==> src/rtl/tff_chain.sv <==
// tff_chain: multi-lane cascade of T flip-flops, selectable level-cascade or binary-counter mode.
// Define TFF_CHAIN_EDGE_CNT_EN to add a saturating per-lane count of q rising edges (edge_cnt).
module tff_chain #(
    parameter int unsigned STAGES = 4,
    parameter int unsigned LANES  = 2,
    parameter int unsigned CNT_W  = 8
) (
    input  logic                     clk,
    input  logic                     rst,
    input  logic                     en,
    input  logic                     clr,
    input  logic                     mode,
    input  logic [LANES-1:0]         data,
    output logic [LANES*STAGES-1:0]  taps,
    output logic [LANES-1:0]         q,
`ifdef TFF_CHAIN_EDGE_CNT_EN
    output logic [LANES*CNT_W-1:0]   edge_cnt,
`endif
    output logic [LANES-1:0]         wrap
);

    localparam int unsigned TW = LANES * STAGES;

    if (STAGES < 1 || LANES < 1 || CNT_W < 1) begin : g_bad_params
        $error("tff_chain: STAGES, LANES and CNT_W must all be >= 1");
    end

    logic [TW-1:0]     stage_q, stage_d;
    logic [LANES-1:0]  wrap_q, wrap_d;
    logic [STAGES-1:0] cur;
    logic [STAGES-1:0] tgl;
    logic              carry;

    // Toggle enables: mode 0 chains on the previous stage, mode 1 on the AND of all lower stages.
    always_comb begin
        stage_d = stage_q;
        wrap_d  = '0;
        cur     = '0;
        tgl     = '0;
        carry   = 1'b0;
        if (clr) begin
            stage_d = '0;
        end else if (en) begin
            for (int l = 0; l < int'(LANES); l++) begin
                cur    = stage_q[l*STAGES +: STAGES];
                tgl    = '0;
                carry  = data[l];
                tgl[0] = data[l];
                for (int k = 1; k < int'(STAGES); k++) begin
                    carry  = carry & cur[k-1];
                    tgl[k] = mode ? carry : cur[k-1];
                end
                stage_d[l*STAGES +: STAGES] = cur ^ tgl;
                wrap_d[l] = mode & data[l] & (&cur);
            end
        end
    end

    always_ff @(posedge clk or posedge rst) begin
        if (rst) begin
            stage_q <= '0;
            wrap_q  <= '0;
        end else begin
            stage_q <= stage_d;
            wrap_q  <= wrap_d;
        end
    end

    assign taps = stage_q;
    assign wrap = wrap_q;

    for (genvar l = 0; l < LANES; l++) begin : g_q
        assign q[l] = stage_q[l*STAGES + STAGES - 1];
    end

`ifdef TFF_CHAIN_EDGE_CNT_EN
    logic [LANES*CNT_W-1:0] cnt_q, cnt_d;
    logic [CNT_W-1:0]       cnt_cur;

    // Count q rising edges per lane, saturating at all-ones.
    always_comb begin
        cnt_d   = cnt_q;
        cnt_cur = '0;
        if (clr) begin
            cnt_d = '0;
        end else if (en) begin
            for (int l = 0; l < int'(LANES); l++) begin
                cnt_cur = cnt_q[l*CNT_W +: CNT_W];
                if (stage_d[l*STAGES + STAGES - 1] && !stage_q[l*STAGES + STAGES - 1]
                    && !(&cnt_cur)) begin
                    cnt_d[l*CNT_W +: CNT_W] = cnt_cur + CNT_W'(1);
                end
            end
        end
    end

    always_ff @(posedge clk or posedge rst) begin
        if (rst) begin
            cnt_q <= '0;
        end else begin
            cnt_q <= cnt_d;
        end
    end

    assign edge_cnt = cnt_q;
`endif

endmodule

==> config.mk <==
export PLATFORM = sky130hd
export DESIGN_NAME = tff_chain
export DESIGN_NICKNAME = d
export VERILOG_FILES = /design/src/rtl/tff_chain.sv
export SDC_FILE = /design/constraint.sdc
export NUM_CORES = 1
export LEC_CHECK = 0
export CAP_MARGIN = 10
export CORE_AREA = 10 10 48 50
export DETAILED_ROUTE_END_ITERATION = 6
export DIE_AREA = 0 0 58 60
export GPL_ROUTABILITY_DRIVEN = 0
export HOLD_SLACK_MARGIN = 0.02
export PLACE_DENSITY = 0.84
export RECOVER_POWER = 50
export SETUP_SLACK_MARGIN = 0.02
export SLEW_MARGIN = 0
export SYNTH_ARGS = -nofsm -noshare
export SYNTH_HDL_FRONTEND = slang
export SYNTH_SLANG_ARGS = --single-unit
==> constraint.sdc <==
create_clock -name clk -period 1.59 [get_ports clk]
set_clock_uncertainty 0.15 [all_clocks]
set_input_delay 0.477 -clock clk [delete_from_list [all_inputs] [get_ports clk]]
set_output_delay 0.477 -clock clk [all_outputs]
set_load 0.02 [all_outputs]
Word level (Yosys, flattened, before mapping)
Cells that the tools add are included.

Multiplexer cells: 10. Bitwise logic cells: 12. Reduce and logical (&&, ||, !) cells: 3.

Operator list (count): $mux 8 (2); $and 1x1->1 (10); $reduce_and 4->1 (2); $xor 4x4->4 (2); $mux 1 (6); $mux 2 (2); $reduce_bool 2->1 (1).

Bits in registers: 10. Logic and storage cells: 27.

Logic depth before layout (Yosys ltp)
Gate-level depths: netlist of run 1.

Word-level depth: 7. Gate-level depth with buffers: 4.

Worst setup path after synthesis of run 1
OpenSTA, ideal clock, no wires.

Path type: reg-to-reg. Start point: reg stage_q[4] (netlist: taps[4]). End point: reg stage_q[7] (netlist: taps[7]). Data arrival time: 1.233 ns. Data required time: 1.315 ns. Setup slack: 0.082 ns. Cell stages (with the launch flop): 5. Path buffers: 0. Path through: dfrtp_1 ha_1 nand2_1 a21oi_1 mux2_2.

Cells in the longest elaborated chain, start to end: 7.

RTL lines: from (decl) (line 28) `logic [TW-1:0] stage_q, stage_d;`; from (signal assigned) (line 64) `stage_q <= stage_d;`; $and 1x1->1 (3 in series) (line 50) `carry = carry & cur[k-1];`; $mux 1 (line 51) `tgl[k] = mode ? carry : cur[k-1];`; $xor 4x4->4 (line 53) `stage_d[l*STAGES +: STAGES] = cur ^ tgl;`; $mux 8 (line 43) `end else if (en) begin`; $mux 8 (line 41) `if (clr) begin`.

No other way between the ends. The select of a mux whose other input is x is not followed. A chain may end at the register's enable or synchronous reset.

Worst setup path after layout of run 1
Start point: reg stage_q[0] (netlist: taps[0]). End point: out taps[0].

RTL lines: to (decl) (line 14) `output logic [LANES*STAGES-1:0] taps,`.

No word-level cell between the ends.

==> results of run 1 <==
[per-stage QoR]
step                      power [mW]  area [sq um]  hold WS (ns)    util  cells
after global routing          0.6462         824.5        0.4675  0.5740    105
after global placement        0.3954         830.8        0.4798  0.5784    101
after detailed placement      0.3985         830.8        0.4947  0.5784    101
after CTS                     0.6245         870.8        0.3423  0.6063    105
final                         0.6148         824.5        0.4712  0.5740    105
after floorplan               0.3352         574.3        0.1672       -     59
[layout by cell type (no fill, tap or decap), types with 3 or more instances in the layout]
cell and count:
a21oi_1 3, dfrtp_1 10, clkbuf_1 3, nor2_1 6
clkbuf_4 4, dlygate4sd2_1 4, mux2_2 3, buf_4 9
nor2b_1 4, nand2_1 6, clkbuf_2 4, clkdlybuf4s15_2 3
buf_2 4
[final cells by class]
class	count	share of cell area
clock buffer	4	0.04401
inverter	2	0.009105
multi-input combinational	43	0.3581
sequential	10	0.3035
tap	16	0.02428
timing repair buffer	30	0.2610
[worst paths after layout]
path	from	endpoint	slack, ns	depth (start not counted)
worst max-delay path	taps[0]$_DFFE_PP0P_	taps[0]	0.06	1
worst min-delay path	rst	wrap[1]$_DFF_PP0_	0.47	2
worst max register to register	taps[0]$_DFFE_PP0P_	taps[1]$_DFFE_PP0P_	0.08	5
worst min register to register	taps[6]$_DFFE_PP0P_	taps[6]$_DFFE_PP0P_	0.51	3
max in group asynchronous	rst	taps[3]$_DFFE_PP0P_	0.54	2
min in group clk	data[1]	wrap[1]$_DFF_PP0_	0.47	3
[repair_timing]
action / in CTS / in global routing
gates resized for setup: 41 / 7
pin swaps: 3 / 1
gates cloned: 0 / 0
endpoints found under the setup margin: 18 / 8
endpoints found under the hold margin: 0 / 0
[power by group through the flow]
stage          registers [mW]  logic (mW)  clock network, mW
5_1_grt                 0.268       0.129              0.250
6_report                0.267       0.119              0.229
4_1_cts                 0.267       0.122              0.236
3_5_place_dp            0.272       0.127                  0
3_3_place_gp            0.272       0.124                  0
2_1_floorplan           0.287      0.0481                  0
[registers in the layout (all words and copies together) (netlist names)]
register,count
taps,8
wrap,2
[routing by layer]
metal / track usage / part of all wire / vias up
met5: 0 / 0 / -
met4: 0.05034 / 0.017 / 0
met3: 0.03390 / 0.061 / 2
met2: 0.1472 / 0.52 / 10
met1: 0.08534 / 0.40 / 252
li1: - / - / 262
[cells by family after synthesis]
| kind of cell | count (synthesis) | share of synthesized area |
|---|---|---|
| simple gates | 25 | 0.2157 |
| flops | 10 | 0.4357 |
| fa+ha+maj | 2 | 0.04357 |
| mux | 6 | 0.1198 |
| compound gates | 10 | 0.1133 |
| buf+inv | 6 | 0.07190 |
==> results.ini, run 1 <==
[power_and_ir_drop]
leakage_nw = 0.3978
p_int_mw = 0.4559
ir_worst_vdd_mv = 0.4685
powerDensity_nw_per_um2 = 745.7
pwr-share-seq = 0.434
p_sw_mw = 0.1589
comb_power_share = 0.193
p_sw_frac = 0.2584
clkPwrFrac = 0.373

[clocking]
cts_tree = built
cts_sinks = 10
ctsHoldBuffers = 0
cts.clk_slew.worst_paths_ns = 0.07
postCtsSetupRepairBufs = 0
cts_max_level = 1
insertion_delay_ns = 0.26
clock_path_buffers = 2
cts_root_buf = clkbuf_4
cts_made_buffers = 3

[sta]
hold_viol_final = 0
relSlewSlack = 0.7418
setup_viol = 0
drv_slew = 0
setup_tns_ns = 0
worst_pin_slew_ns = 0.3868
finalCriticalPeriod_ns = 1.529
period_share = 0.9615
fin_ws_ns = 0.06122
rsz0062_at_grt = false
clock.fmax_mhz = 654.1

[synthesis]
syn-num-nets = 68
synth.avg_cell_area_sq_um = 9.734
ys_types = 23
synth_most_common_cell = dfrtp_1
synth_warnings = 0
synth_common_cells = dfrtp_1 (10), nand2_1 (6), nor2_1 (6)
synthTopCellsByArea = dfrtp_1 (44%), mux2_2 (5.9%), a21oi_1 (4.4%)
ys_seq_area_frac = 0.4357
synth_edf_count = 0
synth-seq-cells = 10
yosysTopAreaCell = dfrtp_1
postSynthCellCount = 59
synthFlopType = dfrtp_1
synthArstFlopShare = 1.000
synth_top_area_share = 0.4357
syn_area_sq_um = 574.3

[routing]
drc_errors = 0
routed-via-count = 526
routedWlPerCell_microns = 14.43
viasPerCell = 5.010
drt_first_pass_iters = 4
wirelength_microns = 1515
drt_iter0_drc = 10
ant_nets = 0

[layout]
nets = 99
area_growth_pct = 43.57
nFillCells = 137
ff_latch_area_sq_um = 250.2
drive_gt1_frac = 0.4045
antenna_cells = 0
multi_input_area_sq_um = 295.3

[floorplanning]
die_w_microns = 58
core_area_sq_um = 1436
ios = 19
die_y_microns = 60
rows = 14
start_util = 0.3998
die_area_sq_um = 3480

[global_route]
overflow = 0
grt_pass1_wl_microns = 2339
grt_pass1_vias = 531
grt_max_degree = 11
grtUsageTotal = 0.08546
grt_antenna_before_repair = 0

[run]
max-cap-violations = 0

[placement]
preCtsSetupSlack_ns = -0.4369
dpl.hpwl_microns = 1153
io_buffers = 18

[worst_setup_path]
critical_path.max_stage_delay_ns = 0.38
crit_family = flip-flops
arrival_ns = 0.90
startpoint_type = flip-flop
cp.required_ns = 0.96
cp_slowest_cell = dfrtp_1
cp_cell_sequence = clkdlybuf4s15_2
cp.buffers_inverters = 1
end_kind = output port
path_class = flip-flop to output port
cp_max_fo = 2

[outcome]
status = complete, no violations

[min_path]
min_path_type = primary input to async pin

(Power assumes the default switching activity.)
==> run 2, diff against run 1 <==
Settings changed: RECOVER_POWER 50 to unset.
==> results.ini, run 2 (same netlist as run 1, synthesis figures left out) <==
[sta]
finalCriticalPeriod_ns = 1.530  ; was 1.529 ns
clock.fmax_mhz = 653.8  ; was 654.1 MHz
rsz0062_at_grt = false  ; unchanged
drv_slew = 0  ; unchanged
hold_viol_final = 0  ; unchanged
worst_pin_slew_ns = 0.3870  ; was 0.3868 ns
fin_ws_ns = 0.06038  ; was 0.06122 ns
relSlewSlack = 0.7417  ; was 0.7418
setup_viol = 0  ; unchanged
period_share = 0.9620  ; was 0.9615

[power_and_ir_drop]
p_sw_frac = 0.2578  ; was 0.2584
p_int_mw = 0.4584  ; was 0.4559 mW
comb_power_share = 0.196  ; was 0.193
pwr-share-seq = 0.432  ; was 0.434
leakage_nw = 0.4089  ; was 0.3978 nW
clkPwrFrac = 0.372  ; was 0.373
p_sw_mw = 0.1592  ; was 0.1589 mW
powerDensity_nw_per_um2 = 741.1  ; was 745.7 nW/um^2
ir_worst_vdd_mv = 0.4686  ; was 0.4685 mV
total_power_mw = 0.6176  ; was 0.6148 mW

[floorplanning]
die_w_microns = 58  ; unchanged
die_area_sq_um = 3480  ; unchanged
start_util = 0.3998  ; unchanged
core_area_sq_um = 1436  ; unchanged
die_y_microns = 60  ; unchanged
ios = 19  ; unchanged
rows = 14  ; unchanged

[layout]
layout_commonest_cell = buf_4  ; was dfrtp_1
largest_reg_flops = 8  ; unchanged
antenna_cells = 0  ; unchanged
final_cell_mix = buf_4 (12), dfrtp_1 (10), nor2_1 (6), nand2_1 (6), clkbuf_2 (5)  ; was dfrtp_1 (10), buf_4 (9), nor2_1 (6), nand2_1 (6)
nFillCells = 134  ; was 137
drive_gt1_frac = 0.4382  ; was 0.4045
stdcell_area_sq_um = 833.3  ; was 824.5 sq um
nets = 99  ; unchanged
area_growth_pct = 45.10  ; was 43.57%
multi_input_area_sq_um = 295.3  ; unchanged
ff_latch_area_sq_um = 250.2  ; unchanged

[min_path]
min_path_type = primary input to async pin  ; unchanged

[global_route]
grt_antenna_before_repair = 0  ; unchanged
grt_pass1_wl_microns = 2339  ; unchanged
grt_pass1_vias = 531  ; unchanged
grtUsageTotal = 0.08546  ; unchanged
overflow = 0  ; unchanged
grt_max_degree = 11  ; unchanged

[clocking]
clock_path_buffers = 2  ; unchanged
cts_max_level = 1  ; unchanged
cts_tree = built  ; unchanged
cts_root_buf = clkbuf_4  ; unchanged
cts.clk_slew.worst_paths_ns = 0.07  ; about the same
insertion_delay_ns = 0.26  ; about the same
cts_sinks = 10  ; unchanged
cts_made_buffers = 3  ; unchanged

[routing]
wirelength_microns = 1509  ; was 1515 microns
drc_errors = 0  ; unchanged
routed-via-count = 527  ; was 526
drt_iter0_drc = 12  ; was 10
viasPerCell = 5.019  ; was 5.010
drt_first_pass_iters = 4  ; unchanged
ant_nets = 0  ; unchanged
routedWlPerCell_microns = 14.37  ; was 14.43 microns

[outcome]
status = complete, no violations  ; unchanged

[placement]
post_dp_cell_area_sq_um = 830.8  ; unchanged
io_buffers = 18  ; unchanged
dpl.hpwl_microns = 1153  ; unchanged
preCtsSetupSlack_ns = -0.4369  ; unchanged

[worst_setup_path]
crit_family = flip-flops  ; unchanged
critical_path.max_stage_delay_ns = 0.38  ; about the same
cp_cell_sequence = clkdlybuf4s15_2  ; unchanged
startpoint_type = flip-flop  ; unchanged
arrival_ns = 0.90  ; about the same
path_class = flip-flop to output port  ; unchanged
cp.required_ns = 0.96  ; about the same
end_kind = output port  ; unchanged
cp_max_fo = 2  ; unchanged
cp_slowest_cell = dfrtp_1  ; unchanged
cp.buffers_inverters = 1  ; unchanged

[run]
max-cap-violations = 0  ; unchanged

[run 2: cell count changes in the layout (fill, tap and decap cells not counted), sizes merged]
cell	previous run	this run
clkdlybuf4s50	1	2
buf	13	16
clkbuf	12	9
dlygate4sd3	1	0
[run 2: routing by layer]
| layer | share of wire | vias to the layer above | GRT usage |
|---|---|---|---|
| li1 | - | 263 | - |
| met1 | 0.40 | 252 | 0.08534 |
| met2 | 0.53 | 10 | 0.1472 |
| met3 | 0.060 | 2 | 0.03390 |
| met4 | 0.017 | 0 | 0.05034 |
| met5 | 0 | - | 0 |
[run 2: per-stage QoR]
stage | util | hold WS [ns] | cells | TNS (ns)
floorplan | - | 0.1672 | 59 | 0
global placement | 0.5784 | 0.4798 | 101 | -2.933
detailed placement | 0.5784 | 0.4947 | 101 | -3.041
CTS | 0.6063 | 0.3423 | 105 | 0
global route | 0.5801 | 0.3654 | 105 | 0
finish | 0.5801 | 0.3354 | 105 | 0
[run 2: layout make-up]
class                           count  share of cell area
Tap cell                           16             0.02402
Inverter                            2            0.009009
Timing Repair Buffer               30              0.2688
Sequential cell                    10              0.3003
Clock buffer                        4             0.04354
Multi-Input combinational cell     43              0.3544
[run 2: worst paths after layout]
path,cells after the start,slack [ns],end,start
worst min register to register,3,0.51,taps[6]$_DFFE_PP0P_,taps[6]$_DFFE_PP0P_
worst min-delay path,2,0.34,wrap[1]$_DFF_PP0_,rst
max in group asynchronous,2,0.68,taps[3]$_DFFE_PP0P_,rst
min in group clk,3,0.47,wrap[1]$_DFF_PP0_,data[1]
worst max register to register,5,0.08,taps[1]$_DFFE_PP0P_,taps[0]$_DFFE_PP0P_
worst max-delay path,1,0.06,taps[0],taps[0]$_DFFE_PP0P_
[run 2: timing repair]
item,CTS,global route
hold buffers,0,0
setup buffers,0,0
gates resized for setup,41,7
pin swaps,3,1
setup endpoints to repair,18,8
[run 2: power by group through the flow]
| stage | Sequential (mW) | Clock, mW | Combinational (mW) |
|---|---|---|---|
| after floorplan | 0.287 | 0 | 0.0481 |
| after global placement | 0.272 | 0 | 0.124 |
| after detailed placement | 0.272 | 0 | 0.127 |
| after CTS | 0.267 | 0.236 | 0.122 |
| after global routing | 0.268 | 0.250 | 0.132 |
| final | 0.267 | 0.230 | 0.121 |
